### src/rtl/cb_addr_gen_pkg.sv
// cb_pkg: shared FSM encoding, default geometry and group/mask helpers for cb_addr_gen.
package cb_pkg;
    typedef enum logic [1:0] {IDLE, RUN, FIN} state_t;
    localparam int unsigned L_DEF = 4;
    localparam int unsigned CB_AW_DEF = 19;
    localparam int unsigned ROW_LEN_DEF = 10;
    function automatic int unsigned ceil_div_l(input int unsigned col_num);
        return (col_num + L_DEF - 1) / L_DEF;
    endfunction
    function automatic logic [L_DEF-1:0] tail_mask(input int unsigned rem);
        logic [L_DEF-1:0] m;
        m = '1;
        if (rem != 0) m = L_DEF'((32'd1 << rem) - 32'd1);
        return m;
    endfunction
endpackage

### src/rtl/cb_addr_gen_tail_mask.sv
// cb_tail_mask: group count and last-group bank mask for a row of col_num elements.
module cb_tail_mask
    import cb_pkg::*;
#(
    parameter int CW = 12,
    parameter int ROW_LEN = 10,
    parameter int GW = 4
) (
    input  logic [CW-1:0]    col_num,
    output logic [GW-1:0]    ngrp,
    output logic [L_DEF-1:0] mask
);
    localparam int unsigned MAXC = ROW_LEN * L_DEF;
    logic [CW-1:0] col_sat;
    // Rows wider than the matrix are clipped to a full row
    assign col_sat = (col_num > CW'(MAXC)) ? CW'(MAXC) : col_num;
    assign ngrp = GW'(ceil_div_l(32'(col_sat)));
    assign mask = tail_mask(32'(col_sat) % L_DEF);
endmodule

### src/rtl/cb_addr_gen.sv
// cb_addr_gen: walks a CB sub-block row by row, one L-bank group per cycle.
// Optional CB_ADDR_GEN_STALL_EN adds a stall input that freezes issue in RUN.
module cb_addr_gen
    import cb_pkg::*;
#(
    parameter int L = L_DEF,
    parameter int CB_AW = CB_AW_DEF,
    parameter int ROW_LEN = ROW_LEN_DEF,
    parameter int RW = 10,
    parameter int CW = 12
) (
`ifdef CB_ADDR_GEN_STALL_EN
    input  logic             stall,
`endif
    input  logic             clk,
    input  logic             sys_rst,
    input  logic             start,
    input  logic [CB_AW-1:0] base_addr,
    input  logic [RW-1:0]    row_num,
    input  logic [CW-1:0]    col_num,
    output logic             busy,
    output logic             done,
    output logic [CB_AW-1:0] dout,
    output logic [L-1:0]     CB_en,
    output logic             group_cnt_0
);
    localparam int GW = $clog2(ROW_LEN + 1);
    state_t state, nxt;
    logic [CB_AW-1:0] row_addr;
    logic [GW-1:0] grp, ngrp, ngrp_c;
    logic [RW-1:0] row, nrow;
    logic [L-1:0] mask, mask_c;
    logic hold, adv, last_grp, last_row, accept;

`ifdef CB_ADDR_GEN_STALL_EN
    assign hold = stall;
`else
    assign hold = 1'b0;
`endif

    cb_tail_mask #(.CW(CW), .ROW_LEN(ROW_LEN), .GW(GW)) u_tail (
        .col_num(col_num),
        .ngrp(ngrp_c),
        .mask(mask_c)
    );

    always_comb begin
        accept = (state == IDLE) && start;
        adv = (state == RUN) && !hold;
        last_grp = grp == ngrp - GW'(1);
        last_row = row == nrow - RW'(1);
        nxt = accept ? ((row_num == '0 || col_num == '0) ? FIN : RUN) :
              (adv && last_grp && last_row) ? FIN :
              (state == FIN) ? IDLE : state;
        dout = row_addr + CB_AW'(grp);
        CB_en = adv ? (last_grp ? mask : '1) : '0;
        group_cnt_0 = (state == RUN) && (grp == '0);
    end

    always_ff @(posedge clk) begin
        if (!sys_rst) begin
            state <= IDLE;
            busy <= 1'b0;
            done <= 1'b0;
            row_addr <= '0;
            grp <= '0;
            ngrp <= '0;
            row <= '0;
            nrow <= '0;
            mask <= '0;
        end else begin
            state <= nxt;
            busy <= nxt != IDLE;
            done <= state == FIN;
            if (accept) begin
                row_addr <= base_addr;
                grp <= '0;
                row <= '0;
                nrow <= row_num;
                ngrp <= ngrp_c;
                mask <= mask_c;
            end else if (adv && last_grp) begin
                grp <= '0;
                row_addr <= row_addr + CB_AW'(ROW_LEN);
                row <= row + RW'(1);
            end else if (adv) begin
                grp <= grp + GW'(1);
            end
        end
    end
endmodule

### config.mk
export PLATFORM = sky130hd
export DESIGN_NAME = cb_addr_gen
export DESIGN_NICKNAME = d
export VERILOG_FILES = /design/src/rtl/cb_addr_gen_pkg.sv /design/src/rtl/cb_addr_gen_tail_mask.sv /design/src/rtl/cb_addr_gen.sv
export SDC_FILE = /design/constraint.sdc
export NUM_CORES = 1
export LEC_CHECK = 0
export CORE_MARGIN = 8
export CORE_UTILIZATION = 47
export CTS_CLUSTER_DIAMETER = 120
export DETAILED_ROUTE_END_ITERATION = 16
export PLACE_DENSITY = 0.84
export SETUP_SLACK_MARGIN = 0.1
export SYNTH_ARGS = -nofsm -noshare
export SYNTH_HDL_FRONTEND = slang
export SYNTH_SLANG_ARGS = --single-unit
export TNS_END_PERCENT = 1
### constraint.sdc
create_clock -name clk -period 2.5 [get_ports clk]
set_clock_uncertainty 0.2 [all_clocks]
set_input_delay 0.375 -clock clk [delete_from_list [all_inputs] [get_ports clk]]
set_output_delay 0.375 -clock clk [all_outputs]
set_load 0.01 [all_outputs]
==> summary.txt <==
Outcome
  – Status: finished, violations left
  – Failing checks: setup timing

Logic synthesis
  – Fraction of synthesized cell area in xor and xnor cells: 17.5%
  – Synth Area in Adders: 5.02%
  – Synth async-reset ratio: 0%
  – Synth top area cells: dfxtp_1 (32%), xnor2_1 (8.8%), xor2_1 (8.0%)
  – Number of synthesized flops with an enable pin: 0
  – Synth Area in Compound Gates: 13.2%
  – Largest family of logic cells by synthesized area: simple AND/OR/NAND/NOR gates
  – Seq/Total Area, Yosys: 32.5%
  – Yosys top cell by area: dfxtp_1
  – Synthesized flop and latch total: 55
  – Top_reg_cell synth: dfxtp_1
  – Post-Syn Nets: 490
  – Post-synth top area share: 32.5%
  – Syn Area/Cell: 7.83 um^2
  – Mapped Area: 3390 um^2
  – Post-Synth Simple-Gate Area: 26.7%
  – Portion of netlist area occupied by mux cells: 0.591%
  – Gate Count Post-Synth: 433
  – Netlist cell types: 43
  – Synth warn: 0

Power and ir drop
  – Switching share of power: 30.6%
  – Cell internal pwr: 1.43 mW
  – Power density cells: 439 nW/um^2
  – Clock share of power: 23.1%
  – Comb pwr share: 28.7%
  – Peak supply drop: 254 uV
  – Seq pwr share: 48.2%
  – Leak pwr: 1.93 nW
  – Net switching power: 633 uW

Floorplanning
  – Die H: 101 um
  – Starting Density: 47.7%
  – Total die area: 10200 um^2
  – Core Area: 7100 um^2
  – Die Width: 101 um
  – Row Count: 31
  – I/O pin cnt: 70

Setup path
  – Crit path max fanout: 3
  – CP delay by family, top: adder cells
  – Reg2Reg Launch Point: ngrp[1]$_SDFFE_PN0P_
  – Worst Setup End Kind: output port
  – Critical path's slowest cell: dfxtp_2
  – R2r endpoint: row_addr[18]$_SDFFE_PN0P_
  – Worst Reg-to-Reg Cells: 8
  – R2r setup slk: 90 ps
  – Critical path cell sequence: ha_4 > inv_2 > fa_2 > nor2b_2 > o21ai_1 > nand2b_1 > buf_6 > nand3_1 > xnor2_1 > buf_2
  – Critical Path AT: 2180 ps
  – Worst path buffer plus inverter count: 3
  – Worst path max stage delay: 370 ps
  – WS Path Type: reg -> out
  – WP data required: 1920 ps
  – CP Launch Type: flop

Job
  – Maxcap violations: 0

STA
  – Final setup vio count: 12
  – Final setup TNS: -1690 ps
  – Unrepaired setup endpoints after global routing: true
  – Max Fclk: 364 MHz
  – Tmin final: 2750 ps
  – Final Hold Fails: 0
  – Final max-slew violation count: 0
  – Worst rel slew slack: 69.5%
  – Final WS setup: -251 ps
  – Measured slew at the worst slew-check pin: 456 ps
  – Period utilisation layout: 110%

Drt
  – ANT nets after route: 0
  – DR vias: 3437
  – Routed WL per cell: 15.7 um
  – Total routed wirelength: 9990 um
  – DRT iter0 DRCs: 207
  – Remaining DRCs: 0
  – Vias/cell: 5.40
  – Length of the first detailed-routing pass in iterations: 5

Global routing
  – Antenna violations before repair: 0
  – First-pass GRT wire length: 16300 um
  – Pin count of the biggest net entering global routing: 41
  – Vias in the first global route: 3503
  – GRT Util Overall: 19.6%
  – Grt total ovfl: 0

Cells and area
  – Nets@finish: 594
  – Non-filler cells, final: 637
  – Commonest non-fill, non-tap cell in the layout: nor2_1
  – Share of layout cells above drive strength 1: 22.1%
  – Commonest cells after routing, fill and taps aside: nor2_1 (52), buf_4 (50), dfxtp_1 (49)
  – Antenna Cells: 0
  – Post-Layout Inst Area: 4710 um^2
  – P&R area growth vs syn: 38.9%
  – Fillcell total: 562

Clocking
  – Setup bufs post-CTS: 0
  – Deepest clock path buffer count: 2
  – CTS tree: done
  – Clock latency on the worst-skew pair: 310 ps
  – CTS Sinks: 55
  – Num CTS Buffers: 5
  – CTS root buf: clkbuf_8
  – H-tree depth: 2
  – Worst-path clk slew: 100 ps

Placement
  – Port Buffers: 69
  – Area after DPL: 4530 um^2
  – Dpl hpwl: 7510 um
  – GP Congestion: 0.893
  – Placed insts: 629

Hold path
  – Hold Startpoint: mask[0]$_SDFFE_PN0P_
  – End of the worst hold path: mask[0]$_SDFFE_PN0P_
  – Worst min path class: reg -> reg
  – Hold depth: 2
-- layout make-up --
class	instances	area [um^2]	area share (%)
Multi-Input combinational cell	338	2330	49.4
Sequential cell	55	1110	23.6
Timing Repair Buffer	121	1010	21.4
Tap cell	99	124	2.63
Clock buffer	7	76.3	1.62
Inverter	16	60.1	1.28
Clock inverter	1	5.00	0.106
-- worst min-delay path, delay by kind of cell (launching register included) --
family | cells | cell delay (ps)
and+or+nand+nor | 2 | 120
DFF | 1 | 340
-- through the flow --
step                power [mW]  hold slack, ps  util [%]  setup slack, ps
finish                    2.07             280      66.3             -251
global route              2.17             306      66.3             -346
CTS                       2.05             270      65.2             -275
detailed placement        1.61             253      63.8             -482
floorplan                 1.31             237         -              109
global placement          1.59             245      63.8             -339
-- registers in the layout (all words and copies together), names as in the netlist --
register,flops
row,10
state,2
busy,1
mask,4
grp,4
ngrp,4
row_addr,19
done,1
nrow,10
-- routing by layer --
layer	global-route usage [%]	routed length [um]
met1	25.6	4450
met2	31.5	4670
met3	3.38	623
met4	6.87	240
met5	0	0
-- power groups by stage --
stage          Sequential (mW)  Combinational, mW  Clock [mW]
2_1_floorplan            0.996              0.310           0
3_3_place_gp              1.00              0.582           0
3_5_place_dp              1.01              0.599           0
4_1_cts                  0.990              0.582       0.482
5_1_grt                   1.00              0.647       0.520
6_report                 0.996              0.593       0.478
-- kinds of logic after synthesis --
kind of cell             after synthesis
buffers and inverters                 40
XOR/XNOR                              66
AND/OR/NAND/NOR                      185
flip-flops                            55
adder cells (fa/ha/maj)               13
multiplexers                           2
AO/OA/AOI/OAI                         72
-- Yosys cell counts (3+ instances only) --
library cell / instances
a211oi_1: 15
a21o_1: 5
a21oi_1: 26
and2_1: 3
and3_1: 11
clkbuf_1: 22
dfxtp_1: 55
ha_1: 12
inv_1: 16
nand2_1: 49
nand2b_1: 3
nand3_1: 14
nand4_1: 11
nor2_1: 56
nor3_1: 16
nor4_1: 4
nor4_2: 3
nor4b_1: 4
o21ai_0: 13
xnor2_1: 34
xor2_1: 31
-- how the worst max path moves through the flow --
stage / from / end / slack (ps) / depth (start not counted)
CTS: row_addr[0]$_SDFFE_PN0P_ / dout[16] / -280 / 10
global placement: row_addr[0]$_SDFFE_PN0P_ / dout[18] / -340 / 10
detailed placement: row_addr[0]$_SDFFE_PN0P_ / dout[18] / -480 / 10
floorplan: grp[0]$_SDFFE_PP0P_ / dout[18] / 110 / 9
finish: row_addr[0]$_SDFFE_PN0P_ / dout[6] / -250 / 10
global route: row_addr[0]$_SDFFE_PN0P_ / dout[14] / -350 / 10
-- timing repair --
action                                  CTS  global route
hold buffers                              0             0
gates resized for setup                 100            18
endpoints found under the setup margin   32            40
pin swaps                                10             8
Power figures use the tool's default switching activity.
